`src/rtl/uart_tx_frame_ctrl.sv`:
```
// UART transmit frame controller: latches a payload, walks START/DATA/PARITY/STOP
// one bit period per clock and feeds the TX output mux with registered selects.
module uart_tx_frame_ctrl #(
  parameter int DATA_WIDTH = 8
) (
  input  logic                  CLK,
  input  logic                  RST,
  input  logic [DATA_WIDTH-1:0] P_DATA,
  input  logic                  Data_Valid,
  input  logic                  PAR_EN,
  input  logic                  PAR_TYP,
  output logic [1:0]            mux_sel,
  output logic                  ser_data,
  output logic                  Par_bit,
  output logic                  busy
);

  localparam int CW = $clog2(DATA_WIDTH);
  localparam logic [CW-1:0] CNT_LAST = CW'(DATA_WIDTH - 1);

  localparam logic [1:0] SEL_START  = 2'b00;
  localparam logic [1:0] SEL_STOP   = 2'b01;
  localparam logic [1:0] SEL_DATA   = 2'b10;
  localparam logic [1:0] SEL_PARITY = 2'b11;

  typedef enum logic [2:0] {
    IDLE,
    START,
    DATA,
    PARITY,
    STOP
  } state_e;

  state_e                state_q, state_d;
  logic [CW-1:0]         cnt_q, cnt_d;
  logic [DATA_WIDTH-1:0] data_q, data_d;
  logic                  par_en_q, par_en_d;
  logic                  par_bit_q, par_bit_d;
  logic                  ser_data_q, ser_data_d;
  logic [1:0]            mux_sel_q, mux_sel_d;
  logic                  busy_q, busy_d;

  always_comb begin
    // NOTE: every _d gets a hold default first so no path through the case
    // leaves a variable unassigned and infers a latch.
    state_d    = state_q;
    cnt_d      = cnt_q;
    data_d     = data_q;
    par_en_d   = par_en_q;
    par_bit_d  = par_bit_q;
    ser_data_d = ser_data_q;

    case (state_q)
      IDLE: begin
        if (Data_Valid) begin
          data_d    = P_DATA;
          par_en_d  = PAR_EN;
          par_bit_d = (^P_DATA) ^ PAR_TYP;
          state_d   = START;
        end
      end
      START: begin
        state_d    = DATA;
        cnt_d      = '0;
        ser_data_d = data_q[0];
      end
      DATA: begin
        // The counter parks on the last index; START clears it for the next frame.
        if (cnt_q == CNT_LAST) begin
          state_d = par_en_q ? PARITY : STOP;
        end else begin
          cnt_d      = cnt_q + 1'b1;
          ser_data_d = data_q[cnt_d];
        end
      end
      PARITY:  state_d = STOP;
      STOP:    state_d = IDLE;
      default: state_d = IDLE;
    endcase

    // Outputs are decoded from the next state so they register alongside it.
    mux_sel_d = SEL_STOP;
    busy_d    = 1'b1;
    case (state_d)
      IDLE:    begin mux_sel_d = SEL_STOP; busy_d = 1'b0; end
      START:   mux_sel_d = SEL_START;
      DATA:    mux_sel_d = SEL_DATA;
      PARITY:  mux_sel_d = SEL_PARITY;
      STOP:    mux_sel_d = SEL_STOP;
      default: begin mux_sel_d = SEL_STOP; busy_d = 1'b0; end
    endcase
  end

  // NOTE: sequential state uses non-blocking assignments so every flop samples
  // its pre-edge value, independent of statement order.
  always_ff @(posedge CLK) begin
    if (RST) begin
      // NOTE: the payload register is reset too, so a frame abandoned by RST
      // leaves no stale data behind.
      state_q    <= IDLE;
      cnt_q      <= '0;
      data_q     <= '0;
      par_en_q   <= 1'b0;
      par_bit_q  <= 1'b0;
      ser_data_q <= 1'b0;
      mux_sel_q  <= SEL_STOP;
      busy_q     <= 1'b0;
    end else begin
      state_q    <= state_d;
      cnt_q      <= cnt_d;
      data_q     <= data_d;
      par_en_q   <= par_en_d;
      par_bit_q  <= par_bit_d;
      ser_data_q <= ser_data_d;
      mux_sel_q  <= mux_sel_d;
      busy_q     <= busy_d;
    end
  end

  assign mux_sel  = mux_sel_q;
  assign ser_data = ser_data_q;
  assign Par_bit  = par_bit_q;
  assign busy     = busy_q;

endmodule

```
`config.mk`:
```
export PLATFORM = sky130hd
export DESIGN_NAME = uart_tx_frame_ctrl
export DESIGN_NICKNAME = d
export VERILOG_FILES = /design/src/rtl/uart_tx_frame_ctrl.sv
export SDC_FILE = /design/constraint.sdc
export NUM_CORES = 1
export LEC_CHECK = 0
export CORE_MARGIN = 8
export CORE_UTILIZATION = 50
export DETAILED_ROUTE_END_ITERATION = 10
export GPL_ROUTABILITY_DRIVEN = 0
export PLACE_DENSITY_LB_ADDON = 0.12
export SYNTH_ARGS = -nofsm -noshare
export SYNTH_HDL_FRONTEND = slang
export SYNTH_SLANG_ARGS = --single-unit
export TNS_END_PERCENT = 30
```
`constraint.sdc`:
```
create_clock -name CLK -period 2.4 [get_ports CLK]
set_input_delay 0.48 -clock CLK [delete_from_list [all_inputs] [get_ports CLK]]
set_output_delay 0.48 -clock CLK [all_outputs]
set_load 0.1 [all_outputs]
```
==> impl_results.md <==
- Run status: completed
- Worst EP arrival: ~2.1 ns
- Setup Crit Path Kind: flop to flop
- Slew margin rel.: roughly 66%
- CP max stage cell: or3b_4
- Antenna violations before repair: 0
- Crit end category: flop
- Port bufs: 17
- Mapped Nets: between 100 and 150
- Die area: about 3600 sq um
- Largest net degree at the start of global routing: 15
- First-pass GRT wire length: between 3 and 4 mm
- CP Launch Type: flop
- Root Buffer: clkbuf_4
- DR pass1 iterations: 4
- Max clock buf depth: 2
- GRT Overall Usage: between 10% and 20%
- Via count: between 700 and 800
- Crit-path cells: ha_1 -> ha_1 -> or3b_4 -> a21oi_4 -> mux2i_1 -> nor2_1
- CP peak stage delay: approximately 0.42 ns
- Wirelength, routed: approximately 2 mm
- Ports: 18
- Post-route clock skew: a little over 0.0008 ns
- Max-slew violation count: 0
- Syn-to-layout area delta: 20.9%
- Synthesized flop and latch total: 20
- Bufs and invs on worst path: 0
- Post-CTS sizing: 0
- Routed vias/inst: approximately 5.2
- Placed Area: 1140 sq um
- Vias in the first global route: 742
- ANT nets after route: 0
- CTS tree: built
- Fin crit share: between 70% and 80%
- Hold buffers post-CTS: 0
- WL/cell: between 10 and 15 microns
- Least-Margin Pin Slew: roughly 0.51 ns
- TNS Setup: 0 ns
- Fillers: between 150 and 200
- Fmax: between 500 and 600 MHz
- Finished Cell Area: between 1000 and 1500 sq um
- Critical path peak fanout: 7
- HPWL Detailed: ~1.5 mm
- Synth Cell Area: 977 sq um
- Crit-path leading delay family: simple AND/OR/NAND/NOR gates
- TritonCTS Sinks: 20
- # rows: 16
- Core area: around 1900 sq um
- Min-Delay Path Class: flop to flop
- Worst-path clk slew: roughly 0.11 ns
- Post-Synthesis Cells: roughly 110
- Crit-path most repeated cell: ha_1
- Die width: around 60 microns
- Max-Cap Viols: 0
- Req. time, crit path: roughly 2.6 ns
- Nets: between 100 and 150
- Global route total overflow: 0
- Crit path time final: 1.88 ns
- Residual DRC: 0
- H-tree depth: 1
- Pwr per Cell Area: between 600 and 700 nW/um^2
- Initial DRC count: 14
- TritonCTS Buffers: 3
- Syn avg cell area: between 9 and 10 sq um
- YS warnings: 0
- Worst vdd ir: around 0.45 mV
- Initial core utilization: approximately half
- Die Y: between 60 and 70 microns
- Leak: between 0.4 and 0.5 nW
- Antenna diodes: 0
- Post-CTS setup buffers: 0
- Synth unique cells: 34
- Post-synthesis sequential area ratio: between 40% and 50%
- RSZ-0062 raised after global routing: no
- Layout cell share with drive strength beyond 1: 14.8%
- Clk_lat worst skew: a little under 0.3 ns
- Fin. Hold Viols: 0
- Final setup vio count: 0
-- per-layer routing --
layer / global-route usage [%] / wire length (microns) / share of wire [%] / vias to the layer above
met2: 18.3 / 927 / 47 / 16
met5: 0 / 0 / 0 / -
met4: 6.12 / 34 / 1.7 / 0
met1: 13.8 / 912 / 47 / 363
li1: - / - / - / 399
met3: 3.01 / 80 / 4.1 / 4
-- cell usage in the layout, fill, tap and decap left out, types with 2 or more instances in the layout --
cell,synthesis,routed
nand2_1,21,21
dfxtp_1,20,20
a21oi_1,13,13
clkdlybuf4s50_1,0,12
buf_4,1,6
nand3_1,5,5
nor2_1,4,4
nand2b_1,4,4
a21boi_0,3,3
xnor2_1,3,3
clkbuf_4,0,3
mux2i_1,2,2
inv_1,2,2
xor2_1,2,2
nand3b_1,2,2
ha_1,2,2
-- cell type report --
type	count	area (sq um)	share of cell area [%]
Sequential cell	20	400	33.9
Timing Repair Buffer	18	165	14.0
Tap cell	27	33.8	2.86
Multi-Input combinational cell	78	538	45.6
Clock buffer	4	36.3	3.07
Inverter	2	7.51	0.636
-- Yosys cell counts --
master     n  share of area (%)
o21a_1     1               0.77
mux2i_1    2                2.0
nand3_1    5                2.6
nor3b_2    1                1.3
xnor2_1    3                2.7
buf_6      1                1.2
xor2_1     2                1.8
a21oi_1   13                6.7
a21boi_0   3                2.3
nor4b_4    1                2.4
o211ai_1   1               0.77
nand3b_1   2                1.5
o22ai_1    1               0.64
or3b_4     1                1.2
a311oi_2   1                1.5
or3b_1     1               0.90
ha_1       2                2.6
xnor3_1    1                2.3
a21oi_4    1                1.7
dfxtp_1   20                 41
mux4_2     1                2.3
or4b_4     1                1.4
nand2b_1   4                2.6
nor2_1     4                1.5
inv_1      2               0.77
nor2b_1    1               0.64
a221oi_1   1               0.90
nand2_1   21                8.1
o31a_1     1               0.90
clkbuf_1   2               0.77
buf_4      1               0.77
nor2_2     1               0.64
o21ai_0    1               0.51
buf_2      1               0.51
-- stage by stage --
stage / worst slack [ns] / hold WS (ns) / util (%) / instances / power [W]
floorplan: 0.651 / 0.433 / - / 105 / 0.000535
global placement: 0.447 / 0.445 / 60.2 / 145 / 0.000583
detailed placement: 0.401 / 0.451 / 60.2 / 145 / 0.000586
CTS: 0.506 / 0.467 / 62.1 / 149 / 0.000776
global route: 0.384 / 0.486 / 62.1 / 149 / 0.000813
finish: 0.516 / 0.469 / 62.1 / 149 / 0.000771
-- worst reg2reg max path, cell delays in order (launching register included) --
cell and delay, ns:
dfxtp_1 0.38, ha_1 0.22, ha_1 0.24, or3b_4 0.42, a21oi_4 0.25, mux2i_1 0.22
nor2_1 0.05
-- worst paths after layout --
path,from,end,slack [ns],cells past startpoint
max,cnt_q[0],cnt_q[0],0.52,6
min,data_q[4],data_q[4],0.47,2
max reg2reg,cnt_q[0],cnt_q[0],0.52,6
min reg2reg,data_q[4],data_q[4],0.47,2
-- sequential cells by signal, indices dropped and copies added, names as in the netlist --
register / flops
cnt_q: 3
busy: 1
mux_sel: 2
par_en_q: 1
state_q: 3
ser_data: 1
data_q: 8
Par_bit: 1
-- cells by family (layout without fill, tap and decap cells) --
group	count (synthesis)	count (layout)	synth area share [%]
AO/OA/AOI/OAI	24	24	16.6
XOR/XNOR	6	6	6.79
adder cells (fa/ha/maj)	2	2	2.56
buffers and inverters	7	24	3.97
flip-flops	20	20	41.0
multiplexers	3	3	4.35
AND/OR/NAND/NOR	43	43	24.7
-- power breakdown --
group / internal, W / switching [W] / total, W
logic: 0.0000793 / 0.000125 / 0.000204
registers: 0.000355 / 0.0000193 / 0.000374
clock network: 0.0000924 / 0.000101 / 0.000193
total: 0.000526 / 0.000245 / 0.000771
No activity file was read; power rests on OpenSTA's default activity.
